<file path="config.mk">
export PLATFORM = sky130hd
export DESIGN_NAME = arbitro_sumador
export DESIGN_NICKNAME = d
export VERILOG_FILES = /design/src/rtl/sumador_pkg.sv /design/src/rtl/Sumador.sv /design/src/rtl/arbitro_sumador.sv
export SDC_FILE = /design/constraint.sdc
export NUM_CORES = 1
export LEC_CHECK = 0
export ABC_AREA = 1
export CORE_UTILIZATION = 51
export CTS_CLUSTER_DIAMETER = 100
export CTS_CLUSTER_SIZE = 30
export DETAILED_ROUTE_END_ITERATION = 6
export GPL_ROUTABILITY_DRIVEN = 1
export GPL_TIMING_DRIVEN = 0
export PLACE_DENSITY = 0.88
export REMOVE_ABC_BUFFERS = 1
export SKIP_CTS_REPAIR_TIMING = 1
export SYNTH_ARGS = -nofsm -noshare
export SYNTH_HDL_FRONTEND = slang
export SYNTH_HIERARCHICAL = 1
export SYNTH_SLANG_ARGS = --single-unit
</file>
<file path="constraint.sdc">
create_clock -name clk -period 2.5 [get_ports clk]
set_input_delay 0.5 -clock clk [delete_from_list [all_inputs] [get_ports clk]]
set_output_delay 0.5 -clock clk [all_outputs]
set_load 0.02 [all_outputs]
</file>
<file path="src/rtl/sumador_pkg.sv">
// ============================================================================
//  Module      : sumador_pkg
//  Description : Shared constants, FSM encoding and sign-magnitude field
//                helpers for the Sumador adder and its arbiter front end.
//                Number format: bit 31 sign, bits 30:10 integer part,
//                bits 9:0 fraction.
//  Revision    : 1.0 - initial release
// ============================================================================
`default_nettype none

package sumador_pkg;

    // Operand/result width and fraction length of the fixed-point format.
    localparam int WIDTH = 32;
    localparam int FRAC  = 10;

    // Magnitude field width (everything below the sign bit).
    localparam int MAG_W = WIDTH - 1;

    // Arbiter sequencer states, explicitly encoded in two bits.
    typedef enum logic [1:0] {
        IDLE = 2'd0,
        CALC = 2'd1,
        RESP = 2'd2
    } arb_state_t;

    // Sign bit of a sign-magnitude word.
    function automatic logic sm_sign(input logic [WIDTH-1:0] v);
        return v[WIDTH-1];
    endfunction

    // Magnitude field of a sign-magnitude word.
    function automatic logic [MAG_W-1:0] sm_mag(input logic [WIDTH-1:0] v);
        return v[MAG_W-1:0];
    endfunction

endpackage : sumador_pkg

`default_nettype wire

</file>
<file path="src/rtl/Sumador.sv">
// ============================================================================
//  Module      : Sumador
//  Description : Combinational 32-bit sign-magnitude fixed-point adder.
//                Like signs: magnitudes add, sign kept, ovf flags a carry
//                out of the 31-bit magnitude (result magnitude wraps).
//                Unlike signs: smaller magnitude is subtracted from the
//                larger one and the larger operand's sign is kept; on a tie
//                the sign of 'a' is kept, so -x + x yields -0.
//  Ports       : a   in  32  operand A (sign-magnitude)
//                b   in  32  operand B (sign-magnitude)
//                Z   out 32  sum (sign-magnitude)
//                ovf out 1   magnitude overflow
//  Revision    : 1.0 - initial release
// ============================================================================
`default_nettype none

module Sumador
    import sumador_pkg::*;
(
    input  logic [WIDTH-1:0] a,
    input  logic [WIDTH-1:0] b,
    output logic [WIDTH-1:0] Z,
    output logic             ovf
);

    logic             w_sign_a;
    logic             w_sign_b;
    logic [MAG_W-1:0] w_mag_a;
    logic [MAG_W-1:0] w_mag_b;
    logic             w_same_sign;
    logic             w_a_ge_b;
    // One extra bit so the carry out of the magnitude is visible.
    logic [MAG_W:0]   w_mag_sum;
    logic [MAG_W-1:0] w_mag_diff;

    assign w_sign_a    = sm_sign(a);
    assign w_sign_b    = sm_sign(b);
    assign w_mag_a     = sm_mag(a);
    assign w_mag_b     = sm_mag(b);
    assign w_same_sign = (w_sign_a == w_sign_b);
    assign w_a_ge_b    = (w_mag_a >= w_mag_b);

    assign w_mag_sum   = {1'b0, w_mag_a} + {1'b0, w_mag_b};
    assign w_mag_diff  = w_a_ge_b ? (w_mag_a - w_mag_b) : (w_mag_b - w_mag_a);

    always_comb begin
        Z   = '0;
        ovf = 1'b0;
        if (w_same_sign) begin
            Z   = {w_sign_a, w_mag_sum[MAG_W-1:0]};
            ovf = w_mag_sum[MAG_W];
        end else begin
            // Subtraction can never overflow.
            Z   = {(w_a_ge_b ? w_sign_a : w_sign_b), w_mag_diff};
            ovf = 1'b0;
        end
    end

endmodule : Sumador

`default_nettype wire

</file>
<file path="src/rtl/arbitro_sumador.sv">
// ============================================================================
//  Module      : arbitro_sumador
//  Description : Two-requester round-robin arbiter and sequencer in front of
//                a single Sumador. One operation is in flight at a time:
//                IDLE (arbitrate/accept) -> CALC (adder evaluates the
//                registered operands, result captured) -> RESP (result held
//                until consumed). Also keeps a saturating count of
//                overflowed additions.
//  Ports       : clk                 in   clock, rising edge
//                rst_n               in   asynchronous active-low reset
//                req{0,1}_valid      in   requester has an operand pair
//                req{0,1}_a/_b       in   sign-magnitude operands
//                req{0,1}_ready      out  request accepted when valid&ready
//                rsp_valid           out  result available
//                rsp_ready           in   consumer takes result
//                rsp_id              out  requester owning the result
//                rsp_z               out  sum
//                rsp_ovf             out  overflow flag of that sum
//                ovf_cnt             out  saturating overflow counter
//  Revision    : 1.0 - initial release
// ============================================================================
`default_nettype none

module arbitro_sumador
    import sumador_pkg::arb_state_t;
    import sumador_pkg::IDLE;
    import sumador_pkg::CALC;
    import sumador_pkg::RESP;
#(
    // Must match the Sumador width (32); no other value is supported.
    parameter int WIDTH = 32,
    parameter int CNT_W = 8
) (
    input  logic             clk,
    input  logic             rst_n,

    input  logic             req0_valid,
    input  logic [WIDTH-1:0] req0_a,
    input  logic [WIDTH-1:0] req0_b,
    output logic             req0_ready,

    input  logic             req1_valid,
    input  logic [WIDTH-1:0] req1_a,
    input  logic [WIDTH-1:0] req1_b,
    output logic             req1_ready,

    output logic             rsp_valid,
    input  logic             rsp_ready,
    output logic             rsp_id,
    output logic [WIDTH-1:0] rsp_z,
    output logic             rsp_ovf,

    output logic [CNT_W-1:0] ovf_cnt
);

    localparam logic [CNT_W-1:0] CNT_ONE = {{(CNT_W-1){1'b0}}, 1'b1};

    // ------------------------------------------------------------------
    // State
    // ------------------------------------------------------------------
    arb_state_t       state_q,   state_d;
    logic             last_id_q, last_id_d;
    logic [WIDTH-1:0] op_a_q,    op_a_d;
    logic [WIDTH-1:0] op_b_q,    op_b_d;
    logic             op_id_q,   op_id_d;
    logic [WIDTH-1:0] rsp_z_q,   rsp_z_d;
    logic             rsp_ovf_q, rsp_ovf_d;
    logic             rsp_id_q,  rsp_id_d;
    logic [CNT_W-1:0] ovf_cnt_q, ovf_cnt_d;

    // Adder outputs
    logic [WIDTH-1:0] w_sum_z;
    logic             w_sum_ovf;

    // Arbitration
    logic             w_idle;
    logic             w_grant0;
    logic             w_grant1;
    logic             w_accept;

    // ------------------------------------------------------------------
    // Round-robin arbitration. A lone valid always wins; on a tie the
    // requester that was not granted last wins. The grants are mutually
    // exclusive by construction, so at most one ready is ever high.
    // ------------------------------------------------------------------
    assign w_idle   = (state_q == IDLE);
    assign w_grant0 = req0_valid && (!req1_valid ||  last_id_q);
    assign w_grant1 = req1_valid && (!req0_valid || !last_id_q);
    assign w_accept = w_idle && (w_grant0 || w_grant1);

    assign req0_ready = w_idle && w_grant0;
    assign req1_ready = w_idle && w_grant1;

    // ------------------------------------------------------------------
    // The single adder sees only the registered operands.
    // ------------------------------------------------------------------
    Sumador u_sumador (
        .a   (op_a_q),
        .b   (op_b_q),
        .Z   (w_sum_z),
        .ovf (w_sum_ovf)
    );

    // ------------------------------------------------------------------
    // Next-state logic
    // ------------------------------------------------------------------
    always_comb begin
        state_d   = state_q;
        last_id_d = last_id_q;
        op_a_d    = op_a_q;
        op_b_d    = op_b_q;
        op_id_d   = op_id_q;
        rsp_z_d   = rsp_z_q;
        rsp_ovf_d = rsp_ovf_q;
        rsp_id_d  = rsp_id_q;
        ovf_cnt_d = ovf_cnt_q;

        case (state_q)
            IDLE: begin
                if (w_accept) begin
                    // Grant 1 wins the mux only when it is the granted one.
                    op_a_d    = w_grant1 ? req1_a : req0_a;
                    op_b_d    = w_grant1 ? req1_b : req0_b;
                    op_id_d   = w_grant1;
                    last_id_d = w_grant1;
                    state_d   = CALC;
                end
            end

            CALC: begin
                rsp_z_d   = w_sum_z;
                rsp_ovf_d = w_sum_ovf;
                rsp_id_d  = op_id_q;
                if (w_sum_ovf && (ovf_cnt_q != {CNT_W{1'b1}})) begin
                    ovf_cnt_d = ovf_cnt_q + CNT_ONE;
                end
                state_d = RESP;
            end

            RESP: begin
                // Response fields are simply not written here, which keeps
                // them stable for as long as the consumer stalls.
                if (rsp_ready) begin
                    state_d = IDLE;
                end
            end

            default: begin
                state_d = IDLE;
            end
        endcase
    end

    // ------------------------------------------------------------------
    // Registers
    // ------------------------------------------------------------------
    always_ff @(posedge clk or negedge rst_n) begin
        if (!rst_n) begin
            state_q   <= IDLE;
            last_id_q <= 1'b1;      // requester 0 wins the first tie
            op_a_q    <= '0;
            op_b_q    <= '0;
            op_id_q   <= 1'b0;
            rsp_z_q   <= '0;
            rsp_ovf_q <= 1'b0;
            rsp_id_q  <= 1'b0;
            ovf_cnt_q <= '0;
        end else begin
            state_q   <= state_d;
            last_id_q <= last_id_d;
            op_a_q    <= op_a_d;
            op_b_q    <= op_b_d;
            op_id_q   <= op_id_d;
            rsp_z_q   <= rsp_z_d;
            rsp_ovf_q <= rsp_ovf_d;
            rsp_id_q  <= rsp_id_d;
            ovf_cnt_q <= ovf_cnt_d;
        end
    end

    // ------------------------------------------------------------------
    // Outputs
    // ------------------------------------------------------------------
    assign rsp_valid = (state_q == RESP);
    assign rsp_z     = rsp_z_q;
    assign rsp_ovf   = rsp_ovf_q;
    assign rsp_id    = rsp_id_q;
    assign ovf_cnt   = ovf_cnt_q;

endmodule : arbitro_sumador

`default_nettype wire
</file>
==> flow_metrics.env, run 1 <==
export IMPL_fmax_mhz=361.8
export IMPL_clk_pin_slew_ns=0.09
export IMPL_worstSetupPathType="reg2reg"
export IMPL_drv_cap=0
export IMPL_violations="DRC, setup timing"
export IMPL_hold_viol=0
export IMPL_htree_levels=3
export IMPL_ys_flop_type="dfrtp_1"
export IMPL_relSlewSlack_pct=38.43
export IMPL_ys_top_cells_by_area="nand2_1 (31%), dfrtp_1 (22%), ha_1 (10%)"
export IMPL_crit_top_cell="nand2_1"
export IMPL_ios=178
export IMPL_clk_latency_ns=0.38
export IMPL_pre_cts_ws_ns=-1.233
export IMPL_synthTopCellsByCount="nand2_1 (1031), inv_1 (298), nand3_1 (211), nor2_1 (117), dfrtp_1 (109)"
export IMPL_final_util_pct=71.14
export IMPL_root_buffer="clkbuf_16"
export IMPL_die_h_um=158.1
export IMPL_firstDrtPassIters=7
export IMPL_yosysWarnings=6
export IMPL_setup_ws_ns=-0.2642
export IMPL_post_route_min_period_ns=2.764
export IMPL_worst_ep_arrival_time_ns=3.03
export IMPL_r2r_setup_slack_ns=-0.26
export IMPL_cts_buffers=9
export IMPL_reg2reg_depth=15
export IMPL_core_mm2=0.02368
export IMPL_track_usage_pct=33.92
export IMPL_tightest_slew_ns=0.9225
export IMPL_drtAntennaViolNets=0
export IMPL_crit_chain="inv_2 > ha_4 > nand2_4 > nor3_4 > nand2_2 > nor2_4 > nand4_1 > nand3_4 > clkinv_8 > nand2_1 > nand2_1 > nand2_1 > nand2_1 > nand2_1 > nand2_1"
export IMPL_syn_avg_cell_area_um2=5.674
export IMPL_timing_rr_end="rsp_z[27]"
export IMPL_path_max_fanout=8
export IMPL_setup_viol=32
export IMPL_outcome="finished, violations left"
export IMPL_cts_sinks=110
export IMPL_crit_slowest_cell="dfrtp_1"
export IMPL_tritoncts="built"
export IMPL_syn_to_final_growth_pct=35.65
export IMPL_drc=12
export IMPL_wirelength_mm=48.33
export IMPL_hpwl_mm=34.10
export IMPL_post_route_period_util_pct=110.6
export IMPL_synth_top_cell_area_share_pct=31.16
export IMPL_worstSetupEndpointType="register"
export IMPL_yosysUniqueCellTypes=34
export IMPL_dieArea_mm2=0.02498
export IMPL_fin_nets=2665
export IMPL_synth_edf_count=0
export IMPL_grt_pass1_wl_mm=65.00
export IMPL_io_buffers=177
export IMPL_drt_initial_drc_count=1567
export IMPL_avgRoutedWirePerCell_um=17.56
export IMPL_globalRouteOverflowTotal=0
export IMPL_drv_slew=0
export IMPL_grt_max_degree=67
export IMPL_netlist_area_mm2=0.01242
export IMPL_std_cell_rows=56
export IMPL_multi_input_area_mm2=0.009350
export IMPL_final_area_mm2=0.01685
export IMPL_synthCells=2189
export IMPL_critical_path_top_delay_family="simple AND/OR/NAND/NOR gates"
export IMPL_r2r_start="op_a_q[2]"
export IMPL_initial_utilization_pct=52.45
export IMPL_cpPeakStageDelay_ns=0.43
export IMPL_place_area_mm2=0.01429
export IMPL_gp_congestion=0.9799
export IMPL_clk_path_buf_depth=2
export IMPL_drive_gt1_share_pct=16.03
export IMPL_fin_skew_ns=0.01372
export IMPL_grt_pass1_vias=12470
export IMPL_die_x_um=158.1
export IMPL_crit_buf_inv=2
export IMPL_ys_seq_area_share_pct=22.17
export IMPL_rsz0062_at_grt="yes"
export IMPL_n_fill_cell=2038
export IMPL_routed_via_density=5.482
export IMPL_synth_most_common_cell="nand2_1"
export IMPL_final_seq_area_mm2=0.002769
export IMPL_startpoint_type="register"
export IMPL_antenna_found_initial=0
export IMPL_antenna_cells=0
export IMPL_ys_async_sr_fraction_pct=100.0
export IMPL_synth_seq_cells=110
export IMPL_hp_class="in2async"
export IMPL_vias=15090
export IMPL_cp_required_ns=2.76
export IMPL_synth_top_area_cell="nand2_1"
[flip-flops by register name, summed over array words and instances (netlist names)]
name and count:
state_q 2, op_id_q 1, rsp_ovf 1, rsp_id 1, ovf_cnt 8, op_b_q 32, last_id_q 1, op_a_q 32
rsp_z 32
[worst max path at each step]
stage / start / endpoint / depth (start not counted)
3_5_place_dp: req0_valid / op_b_q[24] / 7
4_1_cts: op_a_q[1] / rsp_z[19] / 14
2_1_floorplan: op_b_q[31] / ovf_cnt[4] / 9
3_3_place_gp: rst_n / ovf_cnt[7] / 1
6_report: op_a_q[2] / rsp_z[27] / 15
5_1_grt: op_a_q[12] / rsp_z[7] / 16
[per-layer routing]
| metal | global-route usage [%] | share of wire [%] | routed length, um |
|---|---|---|---|
| met1 | 48.52 | 42 | 20270 |
| met2 | 55.17 | 46 | 22080 |
| met3 | 3.477 | 9.4 | 4528 |
| met4 | 6.548 | 3.0 | 1454 |
| met5 | 0 | 0 | 0 |
[worst reg2reg max path, stage by stage, from the launching register on]
cell      delay (ns)
dfrtp_1         0.43
inv_2           0.07
ha_4            0.33
nand2_4         0.07
nor3_4          0.25
nand2_2         0.11
nor2_4          0.15
nand4_1         0.25
nand3_4         0.31
clkinv_8        0.15
nand2_1         0.10
nand2_1         0.09
nand2_1         0.11
nand2_1         0.08
nand2_1         0.08
nand2_1         0.06
[logic make-up (layout without fill, tap and decap cells)]
logic type	Yosys count	after routing	share of synthesized area [%]
simple gates	1411	1419	45.85
flops	110	110	22.17
fa+ha+maj	104	104	10.66
xor+xnor	30	30	2.116
compound gates	151	151	6.457
buf+inv	383	619	12.74
[cell type report]
class | count | area share [%]
multi-input combinational | 1704 | 55.50
timing repair buffer | 291 | 16.47
sequential | 110 | 16.43
inverter | 309 | 7.211
tap | 319 | 2.369
clock buffer | 9 | 1.337
clock inverter | 7 | 0.4678
timing repair inverter | 3 | 0.2154
[metrics by stage]
| stage | cells | hold WS (ns) | setup TNS (ns) |
|---|---|---|---|
| finish | 2752 | 0.1469 | -5.061 |
| global placement | 2611 | 0.4617 | -601.24 |
| detailed placement | 2616 | 0.4641 | -107.43 |
| floorplan | 2115 | 0.2044 | -66.76 |
| global route | 2752 | 0.2041 | -8.389 |
| CTS | 2632 | 0.1828 | -83.61 |
[cell usage in the layout, fill, tap and decap left out, drive strengths merged, types with 2 or more instances in the layout]
cell type	Yosys	final
o21a	6	6
clkinvlp	0	7
xnor2	3	3
a21oi	90	90
fa	3	3
nand3	212	219
o21ai	44	44
nor3	15	15
o21bai	5	5
buf	66	115
dfrtp	109	109
nor2	124	124
nand2	1038	1039
a21o	4	4
ha	101	101
clkbuf	8	10
inv	308	306
nand4	20	20
clkdlybuf4s50	0	173
clkinv	1	6
xor2	27	27
dlymetal6s2s	0	2
Power of run 1 is not shown: default switching activity piles up to over one toggle a cycle in this logic, so the estimate is an artifact.
==> run 2: changes to the inputs <==
--- a/config.mk
+++ b/config.mk
@@ -8,7 +8,6 @@
 export ABC_AREA = 1
 export CORE_UTILIZATION = 51
 export CTS_CLUSTER_DIAMETER = 100
-export CTS_CLUSTER_SIZE = 30
 export DETAILED_ROUTE_END_ITERATION = 6
 export GPL_ROUTABILITY_DRIVEN = 1
 export GPL_TIMING_DRIVEN = 0
==> results of run 2 <==
The final DEF is identical to that of run 1; final timing and power are the same.
Power of run 2 is left out for the same reason.
==> run 3: changes to the inputs <==
--- a/config.mk
+++ b/config.mk
@@ -6,12 +6,13 @@
 export NUM_CORES = 1
 export LEC_CHECK = 0
 export ABC_AREA = 1
-export CORE_UTILIZATION = 51
+export CAP_MARGIN = 5
+export CORE_UTILIZATION = 57
 export CTS_CLUSTER_DIAMETER = 100
 export DETAILED_ROUTE_END_ITERATION = 6
 export GPL_ROUTABILITY_DRIVEN = 1
 export GPL_TIMING_DRIVEN = 0
-export PLACE_DENSITY = 0.88
+export PLACE_DENSITY = 0.93
 export REMOVE_ABC_BUFFERS = 1
 export SKIP_CTS_REPAIR_TIMING = 1
 export SYNTH_ARGS = -nofsm -noshare
==> constraint.sdc (replaced) <==
create_clock -name clk -period 3.12 [get_ports clk]
set_input_delay 0.624 -clock clk [delete_from_list [all_inputs] [get_ports clk]]
set_output_delay 0.624 -clock clk [all_outputs]
set_load 0.02 [all_outputs]
==> run 3 against run 2 <==
The flow now finishes without violations. Sequential share of layout area rose by 2.0 points. Clock skew rose by 0.0015 ns. Setup slack improved by 0.33 ns. Worst hold slack improved by 0.16 ns. Non-clock buffer count fell by 96. Via count fell by 5.3%. Largest cell class unchanged.
==> flow_metrics.env, run 3 (same netlist as run 1, synthesis figures left out) <==
export IMPL_wirelength_mm=41.89
export IMPL_post_route_period_util_pct=97.80
export IMPL_r2r_setup_slack_ns=0.07
export IMPL_final_seq_area_mm2=0.002756
export IMPL_fmax_mhz=327.7
export IMPL_startpoint_type="register"
export IMPL_vias=14290
export IMPL_fin_skew_ns=0.01525
export IMPL_layout_commonest_cell="nand2_1"
export IMPL_drc=0
export IMPL_clk_latency_ns=0.37
export IMPL_fin_nets=2562
export IMPL_die_h_um=149.6
export IMPL_path_max_fanout=18
export IMPL_track_usage_pct=36.39
export IMPL_crit_start="op_a_q[11]"
export IMPL_crit_top_cell="nand2_1"
export IMPL_tritoncts="built"
export IMPL_post_route_min_period_ns=3.051
export IMPL_cpPeakStageDelay_ns=0.47
export IMPL_hp_class="in2async"
export IMPL_avgRoutedWirePerCell_um=16.07
export IMPL_antenna_found_initial=1
export IMPL_relSlewSlack_pct=12.42
export IMPL_drtAntennaViolNets=0
export IMPL_dieArea_mm2=0.02238
export IMPL_n_fill_cell=1882
export IMPL_multi_input_area_mm2=0.008352
export IMPL_gp_congestion=1.005
export IMPL_timing_rr_end="rsp_z[23]"
export IMPL_r2r_start="op_a_q[11]"
export IMPL_worst_ep_arrival_time_ns=3.34
export IMPL_grt_max_degree=67
export IMPL_worstSetupPathType="reg2reg"
export IMPL_hold_viol=0
export IMPL_crit_chain="inv_1 > ha_2 > nand2_1 > nor2_4 > inv_2 > nor2_2 > nand2_1 > nand2_2 > nand2_2 > nand3_4 > clkinv_8 > nand3_1 > nand3_1 > nand2_1 > nand2_1 > nand2_1"
export IMPL_die_x_um=149.6
export IMPL_drt_initial_drc_count=1600
export IMPL_critical_path_top_delay_family="simple AND/OR/NAND/NOR gates"
export IMPL_crit_buf_inv=3
export IMPL_setup_viol=0
export IMPL_htree_levels=3
export IMPL_globalRouteOverflowTotal=0
export IMPL_core_mm2=0.02122
export IMPL_hpwl_mm=32.75
export IMPL_root_buffer="clkbuf_16"
export IMPL_clk_path_buf_depth=2
export IMPL_cp_endpoint="rsp_z[23]"
export IMPL_cts_buffers=9
export IMPL_worstSetupEndpointType="register"
export IMPL_cts_sinks=110
export IMPL_clk_pin_slew_ns=0.08
export IMPL_initial_utilization_pct=58.53
export IMPL_reg2reg_depth=16
export IMPL_grt_pass1_wl_mm=63.56
export IMPL_std_cell_rows=53
export IMPL_outcome="complete, no violations"
export IMPL_routed_via_density=5.482
export IMPL_layout_common_cells="nand2_1 (1028), inv_1 (293), nand3_1 (211), clkdlybuf4s50_1 (175), nor2_1 (114)"
export IMPL_pre_cts_ws_ns=-0.7054
export IMPL_drv_slew=0
export IMPL_tightest_slew_ns=1.312
export IMPL_ios=178
export IMPL_drive_gt1_share_pct=4.850
export IMPL_drv_cap=0
export IMPL_cp_required_ns=3.41
export IMPL_cp_num_cells=16
export IMPL_io_buffers=177
export IMPL_firstDrtPassIters=6
export IMPL_syn_to_final_growth_pct=20.09
export IMPL_grt_pass1_vias=12930
export IMPL_crit_slowest_cell="ha_2"
export IMPL_setup_ws_ns=0.06877
[run 3: how the worst min path moves through the flow]
stage                      end  slack [ns]  depth (start not counted)
floorplan            op_a_q[0]        0.33                          0
global placement     rsp_z[21]        0.46                          2
detailed placement   rsp_z[21]        0.47                          2
CTS                 ovf_cnt[0]        0.34                          1
global route        ovf_cnt[0]        0.38                          1
finish              ovf_cnt[1]        0.31                          1
[run 3: layout make-up]
type / instances / share of cell area (%)
inverter: 309 / 7.936
clock buffer: 9 / 1.510
multi-input combinational: 1700 / 55.99
clock inverter: 7 / 0.5369
antenna: 1 / 0.01678
sequential: 110 / 18.48
timing repair buffer: 195 / 13.22
tap: 275 / 2.307
[run 3: worst register-to-register path, delay by kind of cell (launching register included)]
family	cells	cell delay, ns
AND/OR/NAND/NOR	12	1.77
adder cells (fa/ha/maj)	1	0.47
flip-flops	1	0.42
buffers and inverters	3	0.33
[run 3: per-stage QoR]
step	cell area, um2	instances	TNS, ns	utilization [%]	hold WS (ns)
finish	14920	2606	0	70.29	0.3107
global placement	14120	2567	-467.07	66.52	0.4608
floorplan	12000	2115	-19.46	-	0.3284
CTS	14540	2589	-24.79	68.54	0.3370
detailed placement	14240	2573	-47.89	67.10	0.4653
global route	14910	2605	-0.1172	70.28	0.3781
[run 3: per-layer routing]
metal / part of all wire (%) / track usage [%] / up-vias
met4: 2.8 / 11.99 / 0
met3: 9.4 / 5.396 / 77
met2: 44 / 58.31 / 697
li1: - / - / 6983
met5: 0 / 0 / -
met1: 43 / 49.82 / 6528
Power of run 3 is left out for the same reason.
